### src/rtl/serial_add_sched.sv
// Round-robin scheduler for two requesters sharing one bit-serial full-adder slice.
// Operands are added LSB first, one bit per clock, and the result is held until it is consumed.
module serial_add_sched #(
    parameter int WIDTH = 8
) (
    input  logic             clk,
    input  logic             rst,
    input  logic             req0_valid,
    output logic             req0_ready,
    input  logic [WIDTH-1:0] req0_a,
    input  logic [WIDTH-1:0] req0_b,
    input  logic             req1_valid,
    output logic             req1_ready,
    input  logic [WIDTH-1:0] req1_a,
    input  logic [WIDTH-1:0] req1_b,
    output logic             res_valid,
    input  logic             res_ready,
    output logic [WIDTH-1:0] res_sum,
    output logic             res_cout,
    output logic             res_id,
    output logic             busy
);

    localparam int CNT_W = (WIDTH > 1) ? $clog2(WIDTH) : 1;
    localparam logic [CNT_W-1:0] LAST_BIT = CNT_W'(WIDTH - 1);

    typedef enum logic [1:0] {IDLE, RUN, DONE} state_t;

    state_t           state, state_nxt;
    logic [WIDTH-1:0] a_sh, b_sh, sum_sh, sum_nxt;
    logic             carry;
    logic [CNT_W-1:0] cnt;
    logic             id_r, last_grant;
    logic             grant0, grant1, take;
    logic             s_bit, c_bit;

    // Returns {carry_out, sum} of a single-bit full adder.
    function automatic logic [1:0] full_add(input logic a, input logic b, input logic c);
        return {(a & b) | (c & (a ^ b)), a ^ b ^ c};
    endfunction

    always_comb begin
        grant0 = 1'b0;
        grant1 = 1'b0;
        if (req0_valid && req1_valid) begin
            grant0 = last_grant;
            grant1 = ~last_grant;
        end else begin
            grant0 = req0_valid;
            grant1 = req1_valid;
        end
    end

    assign req0_ready = (state == IDLE) & grant0;
    assign req1_ready = (state == IDLE) & grant1;
    assign take       = req0_ready | req1_ready;
    assign busy       = (state != IDLE);

    assign {c_bit, s_bit} = full_add(a_sh[0], b_sh[0], carry);
    // New sum bit enters at the MSB so that after WIDTH shifts bit i sits at position i.
    assign sum_nxt = (sum_sh >> 1) | (WIDTH'(s_bit) << (WIDTH - 1));

    always_comb begin
        state_nxt = state;
        case (state)
            IDLE:    if (take) state_nxt = RUN;
            RUN:     if (cnt == LAST_BIT) state_nxt = DONE;
            DONE:    if (res_ready) state_nxt = IDLE;
            default: state_nxt = IDLE;
        endcase
    end

    always_ff @(posedge clk) begin
        if (rst) begin
            state      <= IDLE;
            a_sh       <= '0;
            b_sh       <= '0;
            sum_sh     <= '0;
            carry      <= 1'b0;
            cnt        <= '0;
            id_r       <= 1'b0;
            last_grant <= 1'b1;
            res_valid  <= 1'b0;
            res_sum    <= '0;
            res_cout   <= 1'b0;
            res_id     <= 1'b0;
        end else begin
            state <= state_nxt;
            case (state)
                IDLE: begin
                    if (take) begin
                        a_sh       <= grant0 ? req0_a : req1_a;
                        b_sh       <= grant0 ? req0_b : req1_b;
                        id_r       <= grant1;
                        last_grant <= grant1;
                        carry      <= 1'b0;
                        cnt        <= '0;
                    end
                end
                RUN: begin
                    a_sh   <= a_sh >> 1;
                    b_sh   <= b_sh >> 1;
                    carry  <= c_bit;
                    sum_sh <= sum_nxt;
                    if (cnt == LAST_BIT) begin
                        res_sum   <= sum_nxt;
                        res_cout  <= c_bit;
                        res_id    <= id_r;
                        res_valid <= 1'b1;
                    end else begin
                        cnt <= cnt + 1'b1;
                    end
                end
                DONE: begin
                    if (res_ready) res_valid <= 1'b0;
                end
                default: ;
            endcase
        end
    end

endmodule
### config.mk
export PLATFORM = sky130hd
export DESIGN_NAME = serial_add_sched
export DESIGN_NICKNAME = d
export VERILOG_FILES = /design/src/rtl/serial_add_sched.sv
export SDC_FILE = /design/constraint.sdc
export NUM_CORES = 1
export LEC_CHECK = 0
export ABC_CLOCK_PERIOD_IN_PS = 1600
export BUFFER_PORTS_ARGS = -buffer_cell sky130_fd_sc_hd__buf_2
export CORE_ASPECT_RATIO = 0.9
export CORE_UTILIZATION = 56
export CTS_BUF_LIST = sky130_fd_sc_hd__clkbuf_4 sky130_fd_sc_hd__clkbuf_8
export CTS_CLUSTER_DIAMETER = 30
export DETAILED_ROUTE_END_ITERATION = 10
export PLACE_DENSITY = 0.93
export SLEW_MARGIN = 20
export SYNTH_ARGS = -nofsm -noshare
export SYNTH_HDL_FRONTEND = slang
export SYNTH_SLANG_ARGS = --single-unit
### constraint.sdc
create_clock -name clk -period 1.6 [get_ports clk]
set_input_delay 0.32 -clock clk [delete_from_list [all_inputs] [get_ports clk]]
set_output_delay 0.32 -clock clk [all_outputs]
set_load 0.01 [all_outputs]
# Word-level counts from Yosys, hierarchy flattened
# Cells that the tools add are included.
# W data, S select, Z words.
dict set report word_totals {
  elab_cells 61
  regBits 43
  out_inout_bits 14
  input_bits 37
}
dict set report classes {
  reduce_logical 11
  bitwise_logic 10
  addsub 1
  eq_ne 7
  n_mux 20
}
# operator n
set op_table {}
lappend op_table {{$mux W8} 4}
lappend op_table {{$pmux W8 S2} 2}
lappend op_table {{$reduce_and A3 Y1} 3}
lappend op_table {{$ne A2 B2 Y1 const B} 4}
lappend op_table {{$or A7 B8 Y8} 1}
lappend op_table {{$mux W2} 3}
lappend op_table {{$mux W3} 2}
lappend op_table {{$pmux W2 S3} 1}
lappend op_table {{$pmux W3 S2} 1}
lappend op_table {{$reduce_and A2 Y1} 3}
lappend op_table {{$reduce_bool A2 Y1} 3}
lappend op_table {{$mux W1} 5}
lappend op_table {{$and A1 B1 Y1} 4}
lappend op_table {{$pmux W1 S2} 2}
lappend op_table {{$add A3 B1 Y3 const B} 1}
lappend op_table {{$eq A3 B3 Y1 const B} 1}
lappend op_table {{$eq A2 B1 Y1 const B} 1}
lappend op_table {{$eq A2 B2 Y1 const B} 1}
lappend op_table {{$logic_not A2 Y1} 1}
lappend op_table {{$or A1 B1 Y1} 2}
lappend op_table {{$xor A1 B1 Y1} 2}
lappend op_table {{$logic_and A1 B1 Y1} 1}
lappend op_table {{$not A1 Y1} 1}

# Depth between registers and ports, before layout
dict set report depth {
  word_depth 6
  depth_mapped 7
}

# Worst setup path before layout
# Ideal clock, no wire load.
dict set report synth_path {
  path_kind {reg-to-output}
  startpoint {register state[1]}
  endpoint {output port req1_ready}
  stages_incl_launch_ff 4
  arrival_time_ns 1.117
  t_required_ns 1.280
  n_path_buf 1
  slack_ns 0.163
  path_cell_list {dfxtp_1 -> buf_4 -> or3b_2 -> a21oi_1}
}
dict set report synth_between {
  elab_chain_len 2
}
# element line_no
set synth_rtl {}
lappend synth_rtl {{start, declared} 29} ;# state_t state, state_nxt;
lappend synth_rtl {{start signal, assigned} 88} ;# state <= state_nxt;
lappend synth_rtl {{$logic_not A2 Y1} 55} ;# assign req1_ready = (state == IDLE) & grant1;
lappend synth_rtl {{$and A1 B1 Y1} 55}
lappend synth_rtl {{end, declared} 13} ;# output logic req1_ready,
# Every way passes these cells.

# Worst setup path in the final report
# Ends and elaborated chain as after synthesis.

==> results.py <==
metrics = {
    "critical_path": {
        "slowest_delay_ns": 0.41,
        "worst-setup-path-type": "flop to output pin",
        "arrival_ns": 1.35,
        "endpoint_kind": "output pin",
        "cp_slowest_cell": "or3b_4",
        "worstPathMaxFanout": 4,
        "start_kind": "flop",
        "required_ns": 1.28,
        "path_cells": "or3b_4 -> a21oi_2 -> buf_2",
    },
    "global_route": {
        "grt_overflow_total": 0,
        "grt.busiest_layer": "met2",
        "grt_pass1_wl_mm": 10.06,
        "track_usage_pct": 29.26,
        "grt_use_met2_pct": 48.67,
        "grt_pass1_vias": 2154,
        "grt.met1_usage_pct": 35.32,
        "grt_max_degree": 39,
        "grt_use_met3_pct": 7.419,
        "antenna_found_initial": 0,
    },
    "routing": {
        "wirelength_mm": 6.451,
        "wl_per_cell_microns": 17.44,
        "drtIter0Drc": 251,
        "vias": 2286,
        "firstDrtPassIters": 5,
        "viasPerCell": 6.178,
        "drc": 0,
        "antenna_left": 0,
    },
    "timing": {
        "setup_violations": 2,
        "slew_headroom_pct": 66.11,
        "finalClockSkew_ns": 0.008993,
        "fmax_mhz": 599.7,
        "fin_ws_ns": -0.06758,
        "hold_viol": 0,
        "tightest_slew_ns": 0.4955,
        "rsz0062_at_grt": "true",
        "drv_slew": 0,
        "fin_crit_sh_pct": 104.2,
        "finalCriticalPeriod_ns": 1.668,
    },
    "floorplanning": {
        "rows": 21,
        "dieArea_sq_um": 4344,
        "die_w_microns": 69.37,
        "pin_count": 51,
        "start_util_pct": 60.03,
        "fp.coreArea_sq_um": 3810,
        "die_h_microns": 62.63,
    },
    "placement": {
        "portBuffers": 50,
        "dp_cells": 351,
        "place_area_sq_um": 2582,
        "hpwl_mm": 3.785,
        "gp_congestion": 0.8966,
    },
    "synth": {
        "synth_seq_cells": 42,
        "avgSynthCellArea_sq_um": 8.566,
        "syn_nets": 307,
        "synth-seq-area-share_pct": 36.76,
        "ys_types": 34,
        "netlist_area_sq_um": 2287,
        "async_reset_ff_share_pct": 0,
        "synth-edff-count": 0,
        "ys_warn_count": 0,
        "postSynthCellCount": 267,
        "synthFlopType": "dfxtp_1",
    },
    "finish": {
        "post-route-util_pct": 74.19,
        "nNetsFinal": 363,
        "antennaDiodeCount": 0,
        "area_delta_synth_final_pct": 23.58,
        "final_cells": 370,
        "design_area_sq_um": 2826,
        "drive_gt1_share_pct": 30.86,
    },
    "hold_path": {
        "min_path_type": "input pin to flop",
    },
    "clock_network": {
        "cts_max_level": 2,
        "clockBufferDepth": 2,
        "cts.hold.buffers_added": 0,
        "path_clk_slew_ns": 0.08,
        "numCtsBuffers": 5,
        "ctsRootBufferMaster": "clkbuf_8",
        "cts_sinks": 42,
        "clk_latency_ns": 0.30,
        "cts_tree": "built",
    },
    "pwr": {
        "p_leak_uw": 0.001204,
        "power_density_nw_per_um2": 808.8,
        "p_total_uw": 2286,
        "ir_drop_mv": 0.5891,
    },
    "flow_run": {
        "maxCapViolations": 0,
    },
    "run_status": {
        "outcome": "complete, but fails checks",
        "violations": "setup timing",
    },
}
## worst max-delay path: cells and delay by family (launching register included)
family	cells	cell delay, ns
DFF	1	0.36
buffers and inverters	1	0.15
AOI/OAI and AO/OA	1	0.12
and+or+nand+nor	1	0.41
## where the power goes
part           leakage, uW  internal (uW)  switching, uW
combinational     0.000813            204            213
clock            0.0000472            347            383
sequential        0.000344           1090           44.1
## per-stage QoR
stage / setup TNS (ns) / hold slack, ns / setup WS, ns
2_1_floorplan: 0 / 0.4366 / 0.1630
3_3_place_gp: -3.503 / 0.4402 / -0.3088
3_5_place_dp: -4.600 / 0.4458 / -0.4377
4_1_cts: -0.05507 / 0.3179 / -0.04750
5_1_grt: -0.1290 / 0.3316 / -0.08423
6_report: -0.09016 / 0.3218 / -0.06758
## logic make-up after synthesis
| group | count (synthesis) | synth area share, % |
|---|---|---|
| flip-flops | 42 | 36.76 |
| adder cells (fa/ha/maj) | 3 | 1.969 |
| AND/OR/NAND/NOR | 101 | 24.62 |
| buffers and inverters | 40 | 8.369 |
| AO/OA/AOI/OAI | 81 | 28.28 |
## layer usage
metal | part of all wire (%) | vias to the layer above
li1 | - | 1070
met1 | 39 | 1059
met2 | 48 | 128
met3 | 8.0 | 29
met4 | 4.0 | 0
met5 | 0 | -
## cells in the final DEF, fill, tap and decap left out, types with 2 or more instances in the layout
cell       netlist  routed
nor2b_1         16      16
o311a_1          2       2
nand2b_1         3       2
o221ai_1         3       3
a21oi_1         24      23
ha_1             2       2
buf_4            2      20
buf_12           0       3
nand3_1         10      10
and3_1          17      17
a21boi_0        16      16
dfxtp_1         42      39
o31a_1          14      14
buf_2            8      50
or3b_1           2       2
inv_1           15      14
clkbuf_8         0       6
nor2_1           5       4
nor3b_1         15      15
a2111oi_2        9       9
a2111oi_0        6       6
dfxtp_2          0       2
nand2_1         30      30
o21bai_1         2       2
## path summary, 6_finish.rpt
check / startpoint / endpoint / slack [ns] / cells after the start
worst min register to register: res_sum[4] / res_sum[4] / 0.45 / 2
worst min-delay path: res_ready / state[1] / 0.32 / 3
worst max register to register: state[1] / cnt[2] / 0.07 / 4
worst max-delay path: state[1] / req1_ready / -0.07 / 3
## cell usage after synthesis (5+ instances only)
library cell	count	area, sq um
inv_1	15	56.30
a21boi_0	16	120.1
nand2_1	30	112.6
and3_1	17	106.4
clkbuf_1	9	33.78
buf_2	8	40.04
nand3_1	10	50.05
dfxtp_1	42	840.8
a2111oi_0	6	52.55
o31a_1	14	122.6
nor3b_1	15	112.6
a21oi_1	24	120.1
nor2b_1	16	100.1
nor2_1	5	18.77
a2111oi_2	9	135.1
## state kept, by name (all words and copies together), names as in the netlist
register	count
b_sh	8
id_r	1
sum_sh	7
last_grant	1
carry	1
res_cout	1
res_valid	1
a_sh	8
state	2
res_id	1
res_sum	8
cnt	3
## layout make-up
class | count | area [sq um]
well taps | 46 | 57.56
clock inverters | 2 | 12.51
flip-flops and latches | 42 | 847.1
repair buffers | 74 | 493.0
multi-input cells | 185 | 1277
inverters | 15 | 56.30
fillers | 253 | 983.4
clock buffers | 6 | 82.58
## repair_timing
item	in CTS	in global routing
resized for setup	8	2
cloned	1	0
setup buffers	1	9
pin swaps	1	2
endpoints found under the setup margin	18	19
Power figures use the tool's default switching activity.
